==> src/rtl/affine_pkg.sv <==
// Shared types and iterator-step helper for the affine-scheduled op streams.
package affine_pkg;

  localparam int unsigned W = 16;

  typedef logic [W-1:0] idx_t;

  typedef enum logic [1:0] {
    WAIT,
    RUN,
    DONE
  } chk_state_t;

  typedef struct packed {
    idx_t ey;
    idx_t ex;
    idx_t et;
  } affine_iter_t;

  // One step of the 2-D loop nest; et is carried incrementally so no multiply is needed.
  function automatic affine_iter_t affine_next(idx_t ey, idx_t ex, idx_t et,
                                               idx_t extent_x, idx_t stride_y);
    affine_iter_t n;
    if (ex == extent_x - idx_t'(1)) begin
      n.ey = ey + idx_t'(1);
      n.ex = '0;
      n.et = et + stride_y - extent_x + idx_t'(1);
    end else begin
      n.ey = ey;
      n.ex = ex + idx_t'(1);
      n.et = et + idx_t'(1);
    end
    return n;
  endfunction

endpackage

==> src/rtl/affine_expect_gen.sv <==
// Expected loop-nest iterator (ey, ex, et) for the consumer-side stream checker.
module affine_expect_gen
  import affine_pkg::*;
#(
  parameter int unsigned OFFSET   = 415,
  parameter int unsigned STRIDE_Y = 64,
  parameter int unsigned EXTENT_Y = 58,
  parameter int unsigned EXTENT_X = 58
) (
  input  logic clk,
  input  logic clear_i,
  input  logic advance_i,
  output idx_t ey_o,
  output idx_t ex_o,
  output idx_t et_o,
  output logic last_c
);

  affine_iter_t iter_q, iter_d;

  always_comb begin
    iter_d = iter_q;
    if (advance_i) begin
      iter_d = affine_next(iter_q.ey, iter_q.ex, iter_q.et,
                           idx_t'(EXTENT_X), idx_t'(STRIDE_Y));
    end
  end

  always_ff @(posedge clk) begin
    if (clear_i) begin
      iter_q <= '{ey: '0, ex: '0, et: idx_t'(OFFSET)};
    end else begin
      iter_q <= iter_d;
    end
  end

  assign ey_o   = iter_q.ey;
  assign ex_o   = iter_q.ex;
  assign et_o   = iter_q.et;
  assign last_c = (iter_q.ey == idx_t'(EXTENT_Y - 1)) && (iter_q.ex == idx_t'(EXTENT_X - 1));

endmodule

==> config.mk <==
export PLATFORM = sky130hd
export DESIGN_NAME = affine_expect_gen
export DESIGN_NICKNAME = d
export VERILOG_FILES = /design/src/rtl/affine_pkg.sv /design/src/rtl/affine_expect_gen.sv
export SDC_FILE = /design/constraint.sdc
export NUM_CORES = 1
export LEC_CHECK = 0
export ABC_AREA = 0
export ABC_CLOCK_PERIOD_IN_PS = 1960
export BUFFER_PORTS_ARGS = -buffer_cell sky130_fd_sc_hd__buf_2
export CELL_PAD_IN_SITES_DETAIL_PLACEMENT = 1
export CELL_PAD_IN_SITES_GLOBAL_PLACEMENT = 1
export CORE_UTILIZATION = 38
export CTS_BUF_LIST = sky130_fd_sc_hd__clkbuf_4
export DETAILED_ROUTE_END_ITERATION = 7
export GPL_ROUTABILITY_DRIVEN = 0
export PLACE_DENSITY_LB_ADDON = 0.1
export SLEW_MARGIN = 20
export SYNTH_ARGS = -nofsm -noshare
export SYNTH_HDL_FRONTEND = slang
export SYNTH_SLANG_ARGS = --single-unit
==> constraint.sdc <==
create_clock -name clk -period 1.96 [get_ports clk]
set_input_delay 0.098 -clock clk [delete_from_list [all_inputs] [get_ports clk]]
set_output_delay 0.098 -clock clk [all_outputs]
set_load 0.01 [all_outputs]
==> metrics.yaml, run 1 <==
critical_path:
  crit_path_max_incr_delay_ns: 0.38
  cp-startpoint: "ex_o[1]"
  cp_cell_sequence: "inv_4 -> ha_4 -> nor4b_4 -> and4_4 -> buf_6 -> a21oi_4 -> buf_6 -> o31a_1 -> or3_1"
  cp_top_family: "simple AND/OR/NAND/NOR gates"
  crit_fanout: 7
  crit_required_ns: 2.23
  crit_arrival_ns: 2.30
  crit_type: "flop to flop"
  crit_buf_inv: 3
  r2r_start: "ex_o[1]"
  slowest_stage: "dfxtp_4"
  start_kind: "flop"
  crit_path_frequent_cell: "buf_6"
  end_kind: "flop"
logic_synthesis:
  ys_seq_area_share_pct: 39.6
  synth_area_leader_cell: "dfxtp_1"
  synth_edf_count: 0
  synthTopCellsByCount: "dfxtp_1, nor2_1, xnor2_1"
  netlist_area_sq_um: 2430
  yosysTopAreaCellShare_pct: 39.6
  synth_nets: 288
  yosys-top-cells-area: "dfxtp_1, xnor2_1, nor2_1"
  synth.most_common_cell: "dfxtp_1"
  ys_ff_latch: 48
  yosysUniqueCellTypes: 43
  synthCells: 279
  async_flop_share_pct: 0
  syn_area_per_cell_sq_um: 8.70
  yosys_warnings: 0
  ys.flop_type: "dfxtp_1"
cts:
  ctsLongestPathBuffers: 2
  ctsRootBufferMaster: "clkbuf_4"
  cts_buffers: 5
  clkTransAtPathRegs_ns: 0.15
  cts_tree: "built"
  cts_max_level: 2
  clkLatencyLatePin_ns: 0.37
  clock-sinks: 48
detailed_routing:
  dr.pass1.iters: 4
  via_count: 2390
  vias_per_cell: 5.30
  drt_iter0_drc: 72
  route.detailed.drc: 0
  wirelength_microns: 7010
  ant_nets: 0
  drt-wirelength-per-cell_microns: 15.5
timing:
  finalCritPeriodShare_pct: 104
  tightest_slew_ns: 0.601
  slew_viol_final: 0
  timing.setup.tns_ns: -0.480
  rsz0062_at_grt: "true"
  period_needed_ns: 2.03
  setup_ws_ns: -0.0711
  relSlewSlack_pct: 59.5
  worst_hold_slack_ns: 0.152
  finalSetupViolCount: 21
  finalClockSkew_ns: 0.0192
  hold_viol_final: 0
  max_clock_freq_mhz: 492
global_routing:
  grt_usage_pct: 21.4
  grt_pass1_vias: 2297
  grt_max_degree: 24
  busiest_layer: "met2"
  antenna_found_initial: 0
  met1_usage_pct: 26.2
  grt_first_pass_wirelength_microns: 10800
  met3_usage_pct: 4.67
  grt_overflow: 0
  grtUsageMet2_pct: 37.9
pwr:
  irDropWorstVdd_uv: 318
  p_int_mw: 1.38
  switching_share_pct: 26.3
  pwr-share-comb_pct: 14.6
  pwr-share-seq_pct: 54.4
  p_leak_nw: 1.41
  clockPowerShare_pct: 31.1
  p_sw_mw: 0.491
  p_per_area_nw_per_um2: 565
min_path:
  hold_start: "clear_i"
  hold_class: "input port to flop"
floorplanning:
  num_rows: 28
  coreArea_sq_um: 6030
  die_w_microns: 81.9
  io_pins: 52
  initial_utilization_pct: 40.3
  dieArea_sq_um: 6710
  die_y_microns: 81.9
run_status:
  violations: "setup timing"
  status: "finished with violations"
final_layout:
  drive_gt1_share_pct: 36.2
  synthToLayoutAreaGrowth_pct: 36.3
  antennaDiodeCount: 0
  nets: 384
job:
  drv_cap: 0
placed_design:
  portBuffers: 51
  dp_hpwl_microns: 4930
final timing paths:
check / end / slack [ns] / cells after the start
setup / recovery: et_o[3] / -0.07 / 9
hold / removal: ey_o[10] / 0.15 / 2
setup reg to reg: et_o[3] / -0.07 / 9
hold reg to reg: et_o[13] / 0.56 / 2
state kept, by name, indices dropped and copies added, names as in the netlist:
signal	flops
ex_o	16
et_o	16
ey_o	16
per-stage QoR:
stage / setup slack [ns] / power, mW / cell area, sq um / utilization, % / cells
5_1_grt: -0.190 / 1.96 / 3310 / 54.9 / 451
4_1_cts: -0.0136 / 1.86 / 3170 / 52.6 / 445
3_5_place_dp: -0.124 / 1.28 / 3060 / 50.9 / 436
3_3_place_gp: -0.0407 / 1.27 / 3060 / 50.9 / 436
2_1_floorplan: -0.0511 / 1.18 / 2460 / - / 279
6_report: -0.0711 / 1.87 / 3310 / 54.9 / 451
kinds of logic (layout without fill, tap and decap cells):
family | after synthesis | count (layout) | share of synthesized area [%]
buffers and inverters | 21 | 118 | 3.87
adders and majority gates | 6 | 6 | 3.09
xor gates and xnor gates | 36 | 36 | 13.0
AOI/OAI and AO/OA | 22 | 22 | 6.09
muxes | 3 | 3 | 1.34
and+or+nand+nor | 143 | 143 | 33.0
DFF | 48 | 48 | 39.6
placed cells by master (no fill, tap or decap), drive strengths merged, types with 5 or more instances in the layout:
master  synthesis  final
buf             6    100
nor4           14     14
dfxtp          48     48
and3            5      5
nand4           9      9
clkbuf          5      5
or4             5      5
or2             5      5
inv            10     10
xor2           10     10
xnor2          26     26
nor2           42     42
ha              6      6
nand2          17     17
nor3           12     12
nand3          13     13
a21oi           9      9
metal layers:
metal,part of all wire (%),wire length [microns]
met1,46,3220
met2,50,3540
met3,3.0,211
met4,0.57,40
met5,0,0
power groups by stage:
stage          combinational (mW)  sequential, mW  clock (mW)
6_report                    0.272            1.02       0.581
5_1_grt                     0.294            1.02       0.641
4_1_cts                     0.246            1.01       0.599
3_5_place_dp                0.240            1.04           0
3_3_place_gp                0.234            1.03           0
2_1_floorplan               0.124            1.05           0
area by class of cell:
type | count | area (sq um)
Multi-Input combinational cell | 210 | 1490
Timing Repair Buffer | 100 | 638
Inverter | 10 | 40.0
Tap cell | 75 | 93.8
Clock inverter | 3 | 37.5
Sequential cell | 48 | 968
Clock buffer | 5 | 37.5
Fill cell | 748 | 2720
what timing repair did:
| action | CTS | global route |
|---|---|---|
| pin swaps | 2 | 11 |
| setup buffers | 1 | 6 |
| hold buffers | 0 | 0 |
| endpoints found under the setup margin | 9 | 43 |
| resized for setup | 5 | 19 |
Note: power is estimated with default switching activity, not from simulation.
==> run 2, diff against run 1 <==
--- a/config.mk
+++ b/config.mk
@@ -10,11 +10,13 @@
 export BUFFER_PORTS_ARGS = -buffer_cell sky130_fd_sc_hd__buf_2
 export CELL_PAD_IN_SITES_DETAIL_PLACEMENT = 1
 export CELL_PAD_IN_SITES_GLOBAL_PLACEMENT = 1
+export CORE_MARGIN = 4
 export CORE_UTILIZATION = 38
 export CTS_BUF_LIST = sky130_fd_sc_hd__clkbuf_4
 export DETAILED_ROUTE_END_ITERATION = 7
 export GPL_ROUTABILITY_DRIVEN = 0
-export PLACE_DENSITY_LB_ADDON = 0.1
+export MAX_ROUTING_LAYER = met4
+export PLACE_DENSITY = 0.75
 export SLEW_MARGIN = 20
 export SYNTH_ARGS = -nofsm -noshare
 export SYNTH_HDL_FRONTEND = slang
==> metrics.yaml, run 2 (synthesis gave the netlist of run 1 again) <==
timing:
  period_needed_ns: 1.95  # -0.0839 ns
  relSlewSlack_pct: 58.3  # -1.2 points
  slew_viol_final: 0  # unchanged
  finalCritPeriodShare_pct: 99.3  # -4.3 points
  hold_viol_final: 0  # unchanged
  finalSetupViolCount: 0  # -100%
  max_clock_freq_mhz: 514  # +4.3%
  timing.setup.tns_ns: 0  # +0.480 ns
  rsz0062_at_grt: "true"
  tightest_slew_ns: 0.625  # +0.0235 ns
  finalClockSkew_ns: 0.00901  # -0.0102 ns
cts:
  clock-sinks: 48  # unchanged
  ctsLongestPathBuffers: 2  # unchanged
  ctsRootBufferMaster: "clkbuf_4"
  cts_max_level: 2  # unchanged
  clkTransAtPathRegs_ns: 0.15  # about the same
  clkLatencyLatePin_ns: 0.37  # about the same
  cts_tree: "built"
  cts_buffers: 5  # unchanged
final_layout:
  synthToLayoutAreaGrowth_pct: 39.4
  antennaDiodeCount: 0  # unchanged
  final_cell_mix: "buf_2, dfxtp_1, nor2_1, buf_4, xnor2_1"
  final_common_cell: "buf_2"
  nets: 379  # -1.3%
  drive_gt1_share_pct: 39.9  # +3.7 points
global_routing:
  grt_first_pass_wirelength_microns: 12200  # +13%
  grt_usage_pct: 20.4  # -0.94 points
  antenna_found_initial: 0  # unchanged
  grt_max_degree: 37  # +54%
  grt_overflow: 0  # unchanged
  grt_pass1_vias: 2496  # +8.7%
detailed_routing:
  drt-wirelength-per-cell_microns: 17.0  # +9.2%
  drt_iter0_drc: 42  # -42%
  vias_per_cell: 5.34  # +0.82%
  ant_nets: 0  # unchanged
  dr.pass1.iters: 4  # unchanged
  route.detailed.drc: 0  # unchanged
  via_count: 2383  # -0.29%
  wirelength_microns: 7570  # +8.0%
critical_path:
  cp-startpoint: "ex_o[1]"
  crit_arrival_ns: 2.23  # -0.07 ns
  rr_worst_depth: 8  # -1
  slowest_stage: "dfxtp_4"
  end_kind: "flop"
  crit_required_ns: 2.24  # about the same
  rr_endpoint: "et_o[15]"
  r2r_start: "ex_o[1]"
  ff2ff_setup_slack_ns: 0.01  # +0.08 ns
  crit_buf_inv: 2  # -1
  crit_end: "et_o[15]"
  cp_top_family: "simple AND/OR/NAND/NOR gates"
  cp.depth: 8  # -1
  start_kind: "flop"
  cp_cell_sequence: "inv_2 -> ha_4 -> nor4b_4 -> and4_4 -> buf_6 -> a21oi_4 -> nor4bb_2 -> mux2_2"
  crit_type: "flop to flop"
  crit_path_max_incr_delay_ns: 0.37  # about the same
  crit_fanout: 7  # unchanged
pwr:
  p_leak_nw: 1.42  # +0.93%
  pwr-share-comb_pct: 14.7  # about the same
  p_int_mw: 1.40  # +1.6%
  pwr-share-seq_pct: 52.9  # -1.5 points
  p_sw_mw: 0.520  # +5.9%
  irDropWorstVdd_uv: 331  # +4.2%
  clockPowerShare_pct: 32.4  # +1.3 points
  power.total_mw: 1.92  # +2.7%
  switching_share_pct: 27.1  # +0.82 points
  p_per_area_nw_per_um2: 568  # +0.45%
floorplanning:
  die_y_microns: 87.9  # +7.3%
  initial_utilization_pct: 40.0  # -0.23 points
  coreArea_sq_um: 6060  # +0.58%
  dieArea_sq_um: 7730  # +15%
  io_pins: 52  # unchanged
  num_rows: 28  # unchanged
  die_w_microns: 87.9  # +7.3%
job:
  drv_cap: 0  # unchanged
run_status:
  status: "finished clean"
placed_design:
  portBuffers: 51  # unchanged
  dp_hpwl_microns: 5200  # +5.5%
min_path:
  hold_class: "input port to flop"
## run 2: cell count changes in the layout (fill, tap and decap cells not counted), moves of 2 or more
cell | previous run | this run
clkinv_1 | 2 | 0
buf_4 | 45 | 40
nor3_1 | 10 | 5
nor3b_1 | 2 | 0
or4_1 | 5 | 3
nor3_2 | 2 | 5
a21oi_2 | 1 | 3
nor3_4 | 0 | 2
or4_4 | 0 | 2
nor3b_2 | 0 | 2
## run 2: what timing repair did
action                                  CTS  global route
pin swaps                                 3            20
setup buffers                             0             2
gates cloned                              1             0
resized for setup                         8            37
hold buffers                              0             0
endpoints found under the setup margin   11            42
## run 2: area by class of cell
class / instances / area, sq um
clock inverters: 2 / 35.0
well taps: 75 / 93.8
fillers: 717 / 2680
clock buffers: 6 / 45.0
inverters: 10 / 37.5
repair buffers: 94 / 599
multi-input cells: 211 / 1600
flip-flops and latches: 48 / 970
## run 2: routing by layer
layer,vias up,track usage [%],wire length (microns)
met1,1165,25.4,3380
met4,0,5.30,127
met2,45,34.2,3810
met3,13,3.39,259
met5,-,-,0
li1,1160,-,-
## run 2: worst reg2reg max path: stages, from the launching register on
cell,delay (ns)
dfxtp_4,0.37
inv_2,0.06
ha_4,0.11
nor4b_4,0.19
and4_4,0.29
buf_6,0.12
a21oi_4,0.08
nor4bb_2,0.28
mux2_2,0.37
## run 2: worst min-delay path by stage
| stage | from | to | cells past startpoint |
|---|---|---|---|
| 2_1_floorplan | advance_i | et_o[5] | 3 |
| 3_3_place_gp | et_o[13] | et_o[13] | 2 |
| 3_5_place_dp | et_o[13] | et_o[13] | 2 |
| 4_1_cts | clear_i | et_o[14] | 2 |
| 5_1_grt | clear_i | ex_o[1] | 2 |
| 6_report | clear_i | et_o[14] | 2 |
## run 2: stage by stage
step           setup slack, ns  utilization [%]  hold WS (ns)  area [sq um]  cells
2_1_floorplan          -0.0511                -         0.356          2460    279
3_3_place_gp            0.0154             50.4         0.493          3060    435
3_5_place_dp           -0.0786             50.4         0.503          3060    435
4_1_cts                -0.0110             52.4         0.218          3170    444
5_1_grt                 -0.121             55.8         0.247          3380    446
6_report                0.0129             55.8         0.221          3380    446
## run 2: power by group through the flow
stage	logic, mW	clock network (mW)	registers (mW)
after floorplan	0.124	0	1.05
after global placement	0.234	0	1.03
after detailed placement	0.244	0	1.03
after CTS	0.255	0.635	1.01
after global routing	0.309	0.678	1.02
final	0.283	0.622	1.01
